[src/rtl/matrix_loader.sv]
// Byte-stream loader for the NxN systolic multiplier: assembles A then B,
// issues them with a one-cycle strobe, and holds off input until the result returns.

module matrix_loader_cell #(
    parameter int W = 8
) (
    input  logic         i_clk,
    input  logic         i_arst,
    input  logic         i_we,
    input  logic [W-1:0] i_d,
    output logic [W-1:0] o_q
);
    always_ff @(posedge i_clk or posedge i_arst) begin
        if (i_arst)    o_q <= '0;
        else if (i_we) o_q <= i_d;
    end
endmodule

module matrix_loader #(
    parameter int N = 4,
    parameter int W = 8
) (
    input  logic                       i_clk,
    input  logic                       i_arst,
    input  logic [W-1:0]               i_data,
    input  logic                       i_valid,
    output logic                       o_ready,
    input  logic                       i_last,
    output logic [N-1:0][N-1:0][W-1:0] o_a,
    output logic [N-1:0][N-1:0][W-1:0] o_b,
    output logic                       o_validInput,
    input  logic                       i_validResult,
    output logic                       o_busy,
    output logic                       o_error
);
    localparam int ELEMS = N * N;
    localparam int IDX_W = (ELEMS > 1) ? $clog2(ELEMS) : 1;
    localparam logic [IDX_W-1:0] LAST_IDX = IDX_W'(ELEMS - 1);

    localparam logic [1:0] LOAD_A = 2'd0;
    localparam logic [1:0] LOAD_B = 2'd1;
    localparam logic [1:0] ISSUE  = 2'd2;
    localparam logic [1:0] WAIT   = 2'd3;

    logic [1:0]       state, state_nxt;
    logic [IDX_W-1:0] idx, idx_nxt;
    logic             error_nxt;
    logic             accept, is_last_idx, frame_err;

    assign o_ready      = (state == LOAD_A) || (state == LOAD_B);
    assign o_busy       = (state == ISSUE) || (state == WAIT);
    assign o_validInput = (state == ISSUE);

    assign accept      = i_valid && o_ready;
    assign is_last_idx = (idx == LAST_IDX);
    // Only the final B beat may carry i_last; every other beat must not.
    assign frame_err   = ((state == LOAD_B) && is_last_idx) ? !i_last : i_last;

    always_comb begin
        state_nxt = state;
        idx_nxt   = idx;
        error_nxt = 1'b0;
        case (state)
            LOAD_A, LOAD_B: begin
                if (accept) begin
                    if (frame_err) begin
                        state_nxt = LOAD_A;
                        idx_nxt   = '0;
                        error_nxt = 1'b1;
                    end else if (is_last_idx) begin
                        state_nxt = (state == LOAD_A) ? LOAD_B : ISSUE;
                        idx_nxt   = '0;
                    end else begin
                        idx_nxt = idx + 1'b1;
                    end
                end
            end
            ISSUE: state_nxt = WAIT;
            WAIT: begin
                if (i_validResult) begin
                    state_nxt = LOAD_A;
                    idx_nxt   = '0;
                end
            end
            default: state_nxt = LOAD_A;
        endcase
    end

    always_ff @(posedge i_clk or posedge i_arst) begin
        if (i_arst) begin
            state   <= LOAD_A;
            idx     <= '0;
            o_error <= 1'b0;
        end else begin
            state   <= state_nxt;
            idx     <= idx_nxt;
            o_error <= error_nxt;
        end
    end

    // One write-enabled cell per element; an errored beat still lands in its slot.
    for (genvar r = 0; r < N; r++) begin : g_row
        for (genvar c = 0; c < N; c++) begin : g_col
            localparam logic [IDX_W-1:0] SLOT = IDX_W'(r * N + c);
            logic we_a, we_b;
            assign we_a = accept && (state == LOAD_A) && (idx == SLOT);
            assign we_b = accept && (state == LOAD_B) && (idx == SLOT);

            matrix_loader_cell #(.W(W)) u_cell_a (
                .i_clk  (i_clk),
                .i_arst (i_arst),
                .i_we   (we_a),
                .i_d    (i_data),
                .o_q    (o_a[r][c])
            );

            matrix_loader_cell #(.W(W)) u_cell_b (
                .i_clk  (i_clk),
                .i_arst (i_arst),
                .i_we   (we_b),
                .i_d    (i_data),
                .o_q    (o_b[r][c])
            );
        end
    end
endmodule
[config.mk]
export PLATFORM = sky130hd
export DESIGN_NAME = matrix_loader
export DESIGN_NICKNAME = d
export VERILOG_FILES = /design/src/rtl/matrix_loader.sv
export SDC_FILE = /design/constraint.sdc
export NUM_CORES = 1
export LEC_CHECK = 0
export ABC_CLOCK_PERIOD_IN_PS = 7850
export BUFFER_PORTS_ARGS = -buffer_cell sky130_fd_sc_hd__buf_2
export CAP_MARGIN = 20
export CORE_MARGIN = 3
export CORE_UTILIZATION = 40
export CTS_BUF_LIST = sky130_fd_sc_hd__clkbuf_4 sky130_fd_sc_hd__clkbuf_8
export DETAILED_ROUTE_END_ITERATION = 8
export PLACE_DENSITY_LB_ADDON = 0.1
export SYNTH_ARGS = -nofsm -noshare
export SYNTH_HDL_FRONTEND = slang
export SYNTH_SLANG_ARGS = --single-unit
[constraint.sdc]
create_clock -name i_clk -period 7.85 [get_ports i_clk]
set_input_delay 0.785 -clock i_clk [delete_from_list [all_inputs] [get_ports i_clk]]
set_output_delay 0.785 -clock i_clk [all_outputs]
set_load 0.005 [all_outputs]
==> flow_metrics.env, run 1 <==
export IMPL_outcome="finished, final reports clean"
export IMPL_timing_slew_headroom_pct=38.4
export IMPL_intPower_mw=2.65
export IMPL_cts_repair_resize_count=0
export IMPL_fin_util_pct=52.0
export IMPL_routed_wl_mm=28.3
export IMPL_die_w_um=165
export IMPL_postSynthAreaPerCell_um2=15.6
export IMPL_initial_core_util_pct=41.3
export IMPL_cts_buffers=46
export IMPL_drv_slew=0
export IMPL_ant_nets=0
export IMPL_grt_pass1_wl_mm=42.6
export IMPL_swShare_pct=26.3
export IMPL_p_per_area_nw_per_um2=281
export IMPL_rsz0062_at_grt="false"
export IMPL_clk_path_buf_depth=3
export IMPL_yosysWarnings=0
export IMPL_ioPinCount=273
export IMPL_clkTransAtPathRegs_ps=60
export IMPL_synth_cell_types=30
export IMPL_num_antenna_cells=0
export IMPL_p_seq_share_pct=47.2
export IMPL_post_route_min_period_ps=2440
export IMPL_grt_pass1_vias=7041
export IMPL_reg2regPathDepth=4
export IMPL_timing_critical_path_required_ps=7070
export IMPL_tns_ps=0
export IMPL_grt_ovfl_total=0
export IMPL_cts_root_buf="clkbuf_8"
export IMPL_hold_buffers=0
export IMPL_ys_seq_area_share_pct=64.8
export IMPL_power_switching_mw=0.946
export IMPL_r2r_end="g_row[1].g_col[0].u_cell_a.o_q[0]"
export IMPL_fmax_ghz=0.409
export IMPL_crit_fanout=16
export IMPL_cts_sinks=263
export IMPL_comb_power_share_pct=16.8
export IMPL_place_congestion=0.805
export IMPL_row_count=57
export IMPL_post_cts_buffers=0
export IMPL_worstHoldPathType="input port to asynchronous set/reset pin"
export IMPL_nNetsFinal=955
export IMPL_worstSetupPathType="register to output port"
export IMPL_fin_skew_ps=9.95
export IMPL_critPathCaptureType="output port"
export IMPL_ir_drop_mv=0.195
export IMPL_r2r_setup_slack_ps=5540
export IMPL_die_h_um=165
export IMPL_vias_per_cell=5.02
export IMPL_reg2reg_from="idx[3]"
export IMPL_drtIter0Drc=331
export IMPL_p_leak_nw=7.10
export IMPL_netlist_area_leader_share_pct=64.8
export IMPL_finalCritPeriodShare_pct=31.1
export IMPL_synth_fp_nets=666
export IMPL_netlist_area_um2=10100
export IMPL_core_area_um2=24600
export IMPL_portBuffers=272
export IMPL_syn_to_final_growth_pct=26.1
export IMPL_max_cap_violations=0
export IMPL_crit_path_start_kind="register"
export IMPL_synth_area_top_cells="dfrtp_1, mux2_2, nand2_1"
export IMPL_drcViolationCount=0
export IMPL_cts_tree="yes"
export IMPL_setup_viol=0
export IMPL_worst_slew_pin_slew_ps=923
export IMPL_arrival_ps=1660
export IMPL_post_drt_wl_per_cell_um=21.8
export IMPL_power_frac_clock_pct=36.0
export IMPL_antenna_found_initial=0
export IMPL_dieArea_um2=27300
export IMPL_yosys_area_top_type="dfrtp_1"
export IMPL_cts_max_level=2
export IMPL_drive_gt1_share_pct=63.6
export IMPL_hold_viol=0
export IMPL_grt_total_usage_pct=20.7
export IMPL_hpwl_mm=18.3
export IMPL_grt_max_degree=113
export IMPL_ys_ff_latch=263
export IMPL_vias=6512
export IMPL_insertion_delay_ps=540
export IMPL_syn_inst=649
export IMPL_first_pass_iters=4
==> registers in the layout (all words and copies together) (netlist names) <==
signal                    flops
g_row.g_col.u_cell_a.o_q    128
g_row.g_col.u_cell_b.o_q    128
idx                           4
o_error                       1
state                         2
==> cell usage in the layout (no fill, tap or decap), types with 2 or more instances in the layout <==
cell type  Yosys  final
a21oi_1        3      3
and2_1         3      3
and4bb_2       2      2
buf_2          3    272
buf_4          0      2
clkbuf_4       0     17
clkbuf_8       0     60
clkinv_2       0      5
dfrtp_1      263    263
ha_1           4      4
inv_1          4      3
mux2_1         6      6
mux2_2       250    250
nand2_1       33     33
nand2b_1       4      4
nand3_1        9      9
nor2_1         4      4
nor2_4         3      3
nor3_1         6      6
o21ai_0        7      7
or3_1          2      2
==> final cells by class <==
type                    count  area, um^2
fillers                  2156       11800
flip-flops and latches    263        6580
multi-input cells         348        3420
repair buffers            275        1400
clock buffers              77         953
well taps                 324         405
clock inverters             5        25.0
inverters                   4        18.8
==> power by group through the flow <==
stage	Clock, mW	Sequential, mW	Combinational, mW
2_1_floorplan	0	1.71	0.278
3_3_place_gp	0	1.70	0.606
3_5_place_dp	0	1.71	0.617
4_1_cts	1.33	1.70	0.620
5_1_grt	1.40	1.72	0.667
6_report	1.29	1.70	0.605
==> metrics by stage <==
step                setup slack [ps]  total power, mW  instance area (um^2)  hold WS (ps)  instances
floorplan                       3600             1.99                 10200           483        649
global placement                4970             2.31                 11800           463       1214
detailed placement              4840             2.33                 11800           480       1214
CTS                             5370             3.65                 12800           430       1296
global route                    5160             3.79                 12800           492       1296
finish                          5410             3.60                 12800           436       1296
==> logic make-up (layout without fill, tap and decap cells) <==
family	count (synthesis)	count (layout)	share of synthesized area, %
AO/OA/AOI/OAI	14	14	0.789
adder cells (fa/ha/maj)	4	4	0.493
flip-flops	263	263	64.8
AND/OR/NAND/NOR	74	74	4.03
multiplexers	256	256	28.4
buffers and inverters	38	361	1.44
==> per-layer routing <==
layer	routed length, um	vias up	GRT usage (%)
met5	0	-	0
met4	550	0	5.90
met3	2210	39	6.81
met2	13800	209	33.8
met1	11800	3402	26.4
li1	-	2862	-
==> Yosys cell counts <==
cell,n
dfrtp_1,263
mux2_2,250
nand2_1,33
clkbuf_1,31
nand3_1,9
o21ai_0,7
mux2_1,6
nor3_1,6
ha_1,4
inv_1,4
nand2b_1,4
nor2_1,4
a21oi_1,3
and2_1,3
buf_2,3
nor2_4,3
and4bb_2,2
or3_1,2
a21o_1,1
a31oi_1,1
nand4_1,1
nor2_2,1
nor2b_1,1
nor3b_4,1
nor4_2,1
nor4b_2,1
o211ai_1,1
o31a_1,1
or2_1,1
or3b_2,1
==> critical path, cell delays in order (launching register included) <==
cell     delay, ps
dfrtp_1        660
inv_1          180
nor2_1         130
buf_2          150
==> worst max path at each step <==
stage | start | to | slack, ps | cells past startpoint
finish | state[1] | o_validInput | 5410 | 3
global route | i_arst | g_row[0].g_col[1].u_cell_a.o_q[5] | 5160 | 4
CTS | state[1] | o_validInput | 5370 | 3
detailed placement | i_arst | g_row[0].g_col[2].u_cell_b.o_q[4] | 4840 | 4
global placement | i_arst | g_row[0].g_col[2].u_cell_b.o_q[4] | 4970 | 4
floorplan | i_arst | g_row[0].g_col[0].u_cell_a.o_q[0] | 3600 | 1
Note: power is estimated with default switching activity, not from simulation.
==> run 2, diff against run 1 <==
- ABC_CLOCK_PERIOD_IN_PS: 7850 -> 2500
- clock period: 7.85 -> 2.5 ns (I/O delays scaled with it)
==> run 2 against run 1 <==
  * Critical path depth increased by 1
  * Flip-flop and latch count unchanged
  * Final cell count fell by 0.31%
  * Utilization down 0.15 points
  * Critical endpoint is now g_row[1].g_col[0].u_cell_a.o_q[0]
  * Largest cell class unchanged
  * Largest power group unchanged
==> flow_metrics.env, run 2 (same netlist as run 1, synthesis figures left out) <==
export IMPL_post_cts_buffers=0
export IMPL_post_route_min_period_ps=2290
export IMPL_hold_buffers=2
export IMPL_worstSetupPathType="register to register"
export IMPL_antenna_found_initial=0
export IMPL_total_power_mw=11.0
export IMPL_syn_to_final_growth_pct=25.8
export IMPL_timing_critical_path_required_ps=2920
export IMPL_timing_slew_headroom_pct=42.1
export IMPL_die_w_um=165
export IMPL_ir_drop_mv=0.493
export IMPL_grt_total_usage_pct=20.7
export IMPL_power_frac_clock_pct=33.8
export IMPL_drive_gt1_share_pct=63.2
export IMPL_drv_slew=0
export IMPL_die_h_um=165
export IMPL_setup_viol=0
export IMPL_grt_ovfl_total=0
export IMPL_p_seq_share_pct=48.8
export IMPL_core_area_um2=24600
export IMPL_fmax_ghz=0.436
export IMPL_swShare_pct=26.8
export IMPL_clk_path_buf_depth=3
export IMPL_finalWorstSetupSlack_ps=209
export IMPL_pre_cts_ws_ps=224
export IMPL_ioPinCount=273
export IMPL_fin_skew_ps=11.2
export IMPL_worstHoldPathType="input port to register"
export IMPL_comb_power_share_pct=17.5
export IMPL_drcViolationCount=0
export IMPL_dieArea_um2=27300
export IMPL_worst_slew_pin_slew_ps=868
export IMPL_nNetsFinal=960
export IMPL_intPower_mw=8.02
export IMPL_layout_commonest_cell="buf_2"
export IMPL_num_antenna_cells=0
export IMPL_p_leak_nw=7.07
export IMPL_arrival_ps=2710
export IMPL_power_switching_mw=2.94
export IMPL_cts_sinks=263
export IMPL_first_pass_iters=4
export IMPL_cts_tree="yes"
export IMPL_ant_nets=0
export IMPL_crit_fanout=16
export IMPL_p_per_area_nw_per_um2=859
export IMPL_drtIter0Drc=368
export IMPL_cts_root_buf="clkbuf_8"
export IMPL_grt_max_degree=109
export IMPL_hpwl_mm=18.9
export IMPL_grt_pass1_wl_mm=43.0
export IMPL_outcome="finished, final reports clean"
export IMPL_finalCritPeriodShare_pct=91.7
export IMPL_rsz0062_at_grt="false"
export IMPL_cts_repair_resize_count=0
export IMPL_layout_common_cells="buf_2, dfrtp_1, mux2_2, clkbuf_8, nand2_1"
export IMPL_crit_path_start_kind="register"
export IMPL_initial_core_util_pct=41.3
export IMPL_portBuffers=272
export IMPL_max_cap_violations=0
export IMPL_cts_max_level=2
export IMPL_stdcell_area_um2=12800
export IMPL_vias=6594
export IMPL_grt_pass1_vias=7163
export IMPL_reg_top3="g_row.g_col.u_cell_a.o_q x128, g_row.g_col.u_cell_b.o_q x128, idx x4"
export IMPL_hold_viol=0
export IMPL_vias_per_cell=5.10
export IMPL_cts_buffers=44
export IMPL_dpl_cell_area_um2=11900
export IMPL_clkTransAtPathRegs_ps=60
export IMPL_critPathCaptureType="register"
export IMPL_row_count=57
export IMPL_insertion_delay_ps=540
export IMPL_routed_wl_mm=28.4
export IMPL_post_drt_wl_per_cell_um=22.0
export IMPL_place_congestion=0.857
## run 2: layer usage
metal	vias to the layer above	GRT usage (%)	part of all wire, %
li1	2874	-	-
met1	3428	26.4	42
met2	242	33.8	48
met3	50	6.88	8.5
met4	0	5.67	2.2
met5	-	0	0
## run 2: final timing paths
path	start	to	slack (ps)	depth (start not counted)
min reg2reg	g_row[3].g_col[1].u_cell_b.o_q[0]	g_row[3].g_col[1].u_cell_b.o_q[0]	490	1
max	idx[3]	g_row[1].g_col[0].u_cell_a.o_q[0]	210	4
max reg2reg	idx[3]	g_row[1].g_col[0].u_cell_a.o_q[0]	210	4
max in group asynchronous	i_arst	g_row[1].g_col[2].u_cell_a.o_q[2]	1340	5
min in group asynchronous	i_arst	g_row[2].g_col[0].u_cell_b.o_q[3]	250	3
min	i_validResult	idx[0]	130	4
## run 2: final cells by class
cell class / instances / area (um^2)
fill: 2170 / 11800
sequential: 263 / 6580
multi-input combinational: 348 / 3420
timing repair buffer: 282 / 1490
clock buffer: 69 / 831
tap: 324 / 405
inverter: 4 / 18.8
clock inverter: 2 / 15.0
## run 2: power by group through the flow
stage	Sequential (mW)	Combinational (mW)	Clock [mW]
floorplan	5.38	0.874	0
global placement	5.36	1.90	0
detailed placement	5.40	1.95	0
CTS	5.34	1.96	3.82
global route	5.42	2.09	4.02
finish	5.35	1.92	3.70
## run 2: critical path: stages (launching register included)
cell and delay [ps]:
dfrtp_1 580, nand2b_1 260, nor3_1 540, nand2_1 400, mux2_1 400
## run 2: stage by stage
stage               TNS, ps  instances  hold WS (ps)  utilization, %
finish                    0       1292           128            51.9
global route              0       1292           124            51.9
CTS                       0       1292          71.5            51.9
detailed placement        0       1219           266            48.4
global placement          0       1219           257            48.4
floorplan           -320740        649           367               -
